**src/rtl/alu_pkg.sv**
```systemverilog
// Shared opcode encoding and datapath width for the execute-stage ALU.
package alu_pkg;

    localparam int ALU_W = 16;

    typedef enum logic [3:0] {
        ALU_OP_ADD = 4'd0,
        ALU_OP_SUB = 4'd1,
        ALU_OP_MUL = 4'd2,
        ALU_OP_AND = 4'd3,
        ALU_OP_OR  = 4'd4,
        ALU_OP_XOR = 4'd5,
        ALU_OP_NOR = 4'd6,
        ALU_OP_SLL = 4'd7,
        ALU_OP_SRL = 4'd8,
        ALU_OP_ROL = 4'd9,
        ALU_OP_SWP = 4'd10
    } alu_op_t;

endpackage

```
**src/rtl/alu_core.sv**
```systemverilog
// Combinational ALU datapath: produces the result plus carry and overflow.
// Zero/negative/sign are derived from the result by the registered wrapper.
module alu_core
    import alu_pkg::*;
(
    input  logic [3:0]       ctrl,
    input  logic [ALU_W-1:0] a,
    input  logic [ALU_W-1:0] b,
    output logic [ALU_W-1:0] r,
    output logic             c,
    output logic             v
);

    logic [ALU_W:0]       add_sum;
    logic [ALU_W:0]       sub_sum;
    logic signed [31:0]   prod;
    logic                 prod_fits;
    logic                 shift_in_range;
    logic [3:0]           sll_idx;
    logic [3:0]           srl_idx;
    logic [3:0]           rot_amt;
    logic [ALU_W-1:0]     rot;

    // Subtraction reuses the adder form a + ~b + 1 so carry means "no borrow".
    assign add_sum   = {1'b0, a} + {1'b0, b};
    assign sub_sum   = {1'b0, a} + {1'b0, ~b} + 17'd1;
    assign prod      = $signed(a) * $signed(b);
    // The product fits in signed 16 bits when bits 31..15 are all identical.
    assign prod_fits = (prod[31:15] == {17{prod[15]}});

    // Shift carry is only defined for amounts 1..16; index the last bit shifted out.
    assign shift_in_range = (b >= 16'd1) && (b <= 16'd16);
    assign sll_idx        = 4'(5'd16 - b[4:0]);
    assign srl_idx        = 4'(b[4:0] - 5'd1);

    // Rotate uses only the low nibble of b; a right shift by 16 yields zero.
    assign rot_amt = b[3:0];
    assign rot     = (a << rot_amt) | (a >> (5'd16 - {1'b0, rot_amt}));

    // Select the result and carry/overflow for the current opcode.
    always_comb begin
        r = '0;
        c = 1'b0;
        v = 1'b0;
        case (alu_op_t'(ctrl))
            ALU_OP_ADD: begin
                r = add_sum[ALU_W-1:0];
                c = add_sum[ALU_W];
                v = (a[15] == b[15]) && (r[15] != a[15]);
            end
            ALU_OP_SUB: begin
                r = sub_sum[ALU_W-1:0];
                c = sub_sum[ALU_W];
                v = (a[15] != b[15]) && (r[15] != a[15]);
            end
            ALU_OP_MUL: begin
                r = prod[ALU_W-1:0];
                c = ~prod_fits;
                v = ~prod_fits;
            end
            ALU_OP_AND: r = a & b;
            ALU_OP_OR:  r = a | b;
            ALU_OP_XOR: r = a ^ b;
            ALU_OP_NOR: r = ~(a | b);
            ALU_OP_SLL: begin
                r = (b >= 16'd16) ? '0 : (a << b[3:0]);
                c = shift_in_range ? a[sll_idx] : 1'b0;
            end
            ALU_OP_SRL: begin
                r = (b >= 16'd16) ? '0 : (a >> b[3:0]);
                c = shift_in_range ? a[srl_idx] : 1'b0;
            end
            ALU_OP_ROL: begin
                r = rot;
                c = (rot_amt != 4'd0) ? rot[0] : 1'b0;
            end
            ALU_OP_SWP: r = {a[11:8], a[15:12], a[3:0], a[7:4]};
            default: begin
                r = '0;
                c = 1'b0;
                v = 1'b0;
            end
        endcase
    end

endmodule

```
**src/rtl/cpu_alu.sv**
```systemverilog
// Registered execute-stage ALU: one cycle from operands to result and flags.
module cpu_alu
    import alu_pkg::*;
(
    input  logic             clk,
    input  logic             reset,
    input  logic [3:0]       ctrl,
    input  logic [ALU_W-1:0] a,
    input  logic [ALU_W-1:0] b,
    output logic [ALU_W-1:0] y,
    output logic             c,
    output logic             z,
    output logic             n,
    output logic             v,
    output logic             s
);

    logic [ALU_W-1:0] r;
    logic             c_next;
    logic             v_next;
    logic             n_next;

    alu_core u_core (
        .ctrl (ctrl),
        .a    (a),
        .b    (b),
        .r    (r),
        .c    (c_next),
        .v    (v_next)
    );

    assign n_next = r[ALU_W-1];

    // Output register: cleared asynchronously, otherwise loads every edge.
    always_ff @(posedge clk or posedge reset) begin
        if (reset) begin
            y <= '0;
            c <= 1'b0;
            z <= 1'b0;
            n <= 1'b0;
            v <= 1'b0;
            s <= 1'b0;
        end else begin
            y <= r;
            c <= c_next;
            z <= (r == '0);
            n <= n_next;
            v <= v_next;
            s <= n_next ^ v_next;
        end
    end

endmodule

```
**config.mk**
```make
export PLATFORM = sky130hd
export DESIGN_NAME = cpu_alu
export DESIGN_NICKNAME = d
export VERILOG_FILES = /design/src/rtl/alu_pkg.sv /design/src/rtl/alu_core.sv /design/src/rtl/cpu_alu.sv
export SDC_FILE = /design/constraint.sdc
export NUM_CORES = 1
export LEC_CHECK = 0
export ABC_AREA = 1
export CAP_MARGIN = 10
export CORE_MARGIN = 5
export CORE_UTILIZATION = 27
export DETAILED_ROUTE_END_ITERATION = 10
export GPL_ROUTABILITY_DRIVEN = 1
export MAX_ROUTING_LAYER = met4
export SLEW_MARGIN = 10
export SYNTH_ARGS = -nofsm -noshare
export SYNTH_HDL_FRONTEND = slang
export SYNTH_SLANG_ARGS = --single-unit
```
**constraint.sdc**
```tcl
create_clock -name clk -period 1.6 [get_ports clk]
set_clock_uncertainty 0.1 [all_clocks]
set_input_delay 0.32 -clock clk [delete_from_list [all_inputs] [get_ports clk]]
set_output_delay 0.32 -clock clk [all_outputs]
set_load 0.02 [all_outputs]
```
==> reports/metrics.cfg, run 1 <==
[status]
run_status=complete, but fails checks
violations=negative setup slack

[critical_path]
cpMostUsedCell=nand2_1
cp.required_ns=1.64
crit_path_start_kind=input pin
end_kind=flip-flop
worstSetupPathType=input pin to flip-flop
critPathArrivalTime_ns=6.01
path_delay_family=adder cells
max_stage_delay_ns=0.57
crit_slowest_cell=fa_1
path_buf_inv=10
cp_max_fo=5

[yosys]
avgSynthCellArea_um2=6.60
synthCells=2491
synth_cell_types=53
ys_warn_count=0
synth_seq_cells=20
yosysSeqAreaShare=0.0304
synth_area_um2=16400
synth_nets=2927

[route]
firstDrtPassIters=5
drcViolationCount=0
num_vias=18900
drt-vias-per-instance=4.85
drt-total-wl_mm=75.4
postRouteAntennaNets=0
drt_iter0_markers=1635
wl_per_cell_um=19.4

[place]
io_buffers=58
routabilityCongestion=1.01
dp_hpwl_mm=59.7
placed_area_um2=22300
dp_cells=3748

[floorplan]
die_h_um=257
initial_core_util=0.273
ioPinCount=59
rows=90
dieArea_um2=66000
die_w_um=257
coreArea_um2=60400

[sta]
max_slew_margin=0.585
finalCritPeriodShare=3.73
maxSlewViolCount=0
rsz0062_at_grt=yes
worst_pin_slew_ns=0.616
setup_viol=20
hold_viol_final=0
fmax_mhz=168
period_needed_ns=5.97
worst_slack_ns=-4.37

[global_route]
grt_pass1_wl_mm=112
grt_max_degree=21
grt_usage=0.224
grt_pass1_vias=19000
antenna_found_initial=0
grt-ovfl-total=0

[clocking]
clock-sinks=20
cts_root_buf=clkbuf_16
cts_buffer_depth=2
cts_buffers=3
cts_tree=yes
clk_pin_slew_ns=0.05
cts_max_level=1
holdBufCountCts=0

[finish]
antenna_cells=0
drive_gt1_frac=0.384
nFillCells=5955
final_area_um2=26300
syn_to_final_growth_pct=59.8
instances_no_fill=3890
fin_nets=3545
final_cell_mix=nand2_1, buf_4, inv_1
layout.cells.most_common=nand2_1

[run]
cap_violations=0

[min_path]
hold_class=input pin to asynchronous set/reset pin

-- area by class of cell --
| type | count | area [um2] | share of cell area |
|---|---|---|---|
| clock buffer | 4 | 88.8 | 0.00338 |
| inverter | 552 | 2120 | 0.0808 |
| multi-input combinational | 1821 | 15700 | 0.595 |
| sequential | 20 | 500 | 0.0190 |
| tap | 782 | 978 | 0.0372 |
| timing repair buffer | 710 | 6940 | 0.264 |
| timing repair inverter | 1 | 6.26 | 0.000238 |
-- what timing repair did --
action,in CTS,in global routing
setup buffers,85,59
pin swaps,187,208
endpoints found under the setup margin,32,27
gates resized for setup,509,339
cloned,12,5
-- path summary, 6_finish.rpt --
check	start	endpoint	slack, ns	cells past startpoint
max in group asynchronous	reset	y[5]$_DFF_PP0_	0.91	3
worst min-delay path	reset	y[10]$_DFF_PP0_	0.29	3
worst max-delay path	b[8]	s$_DFF_PP0_	-4.37	34
min in group clk	a[5]	z$_DFF_PP0_	0.95	11
-- tightest hold or removal path, stage by stage --
cell             delay [ns]
clkdlybuf4s50_1        0.39
inv_1                  0.05
buf_4                  0.25
-- kinds of logic (layout without fill, tap and decap cells) --
logic type	after synthesis	count (layout)	synth area share
mux	2	2	0.00122
buf+inv	651	1267	0.154
simple gates	1113	1114	0.281
xor+xnor	16	16	0.00898
fa+ha+maj	398	398	0.423
flops	20	20	0.0304
compound gates	291	291	0.101
-- routing by layer --
layer  wire, um  GRT usage  part of all wire
met1      30800      0.293              0.41
met2      34600      0.363              0.46
met3       6250     0.0261             0.083
met4       3710     0.0761             0.049
met5          0          -                 0
-- sequential cells by signal, indices dropped and copies added, names as in the netlist --
name and cells:
n 1, v 1, c 1, s 1, z 1, y 15
-- synth_stat cells, drive strengths merged --
cell type,number,share of area
nand2,768,0.18
inv,551,0.13
fa,264,0.32
nor2,142,0.035
ha,134,0.10
nand3,134,0.042
o21ai,130,0.040
a21oi,87,0.027
clkbuf,61,0.014
buf,38,0.014
nand4,32,0.013
o22ai,21,0.0080
dfrtp,20,0.030
o211ai,17,0.0081
nor3,14,0.0043
xor2,10,0.0053
or2,9,0.0034
a211oi,8,0.0037
nand3b,8,0.0037
o21bai,6,0.0027
xnor2,6,0.0037
o2111ai,5,0.0027
o221ai,5,0.0027
a2111oi,3,0.0016
a31oi,3,0.0011
and2,3,0.0011
a21o,2,0.00091
mux2i,2,0.0012
nor4,2,0.00076
o21a,2,0.00091
a221oi,1,0.00053
clkinv,1,0.00023
nor3b,1,0.00046
o31ai,1,0.00046
-- per-stage QoR --
stage / setup TNS [ns] / util / setup WS [ns] / hold WS [ns]
floorplan: -56.63 / - / -4.20 / 0.184
global placement: -80.81 / 0.370 / -5.23 / 0.559
detailed placement: -81.04 / 0.370 / -5.22 / 0.559
CTS: -64.83 / 0.415 / -4.59 / 0.297
global route: -65.35 / 0.435 / -4.61 / 0.370
finish: -63.04 / 0.435 / -4.37 / 0.294
Power of run 1 is left out: the tool's default activity adds up to more than one toggle a clock period on the data nets, which glitch-free logic cannot reach.
==> run 2: changes to the inputs <==
--- a/config.mk
+++ b/config.mk
@@ -6,11 +6,11 @@
 export NUM_CORES = 1
 export LEC_CHECK = 0
 export ABC_AREA = 1
-export CAP_MARGIN = 10
 export CORE_MARGIN = 5
 export CORE_UTILIZATION = 27
 export DETAILED_ROUTE_END_ITERATION = 10
 export GPL_ROUTABILITY_DRIVEN = 1
+export HOLD_SLACK_MARGIN = 0.06
 export MAX_ROUTING_LAYER = met4
 export SLEW_MARGIN = 10
 export SYNTH_ARGS = -nofsm -noshare
==> results of run 2 <==
No change in the layout: final DEF, timing and power equal those of run 1.
Power of run 2 is left out for the same reason.
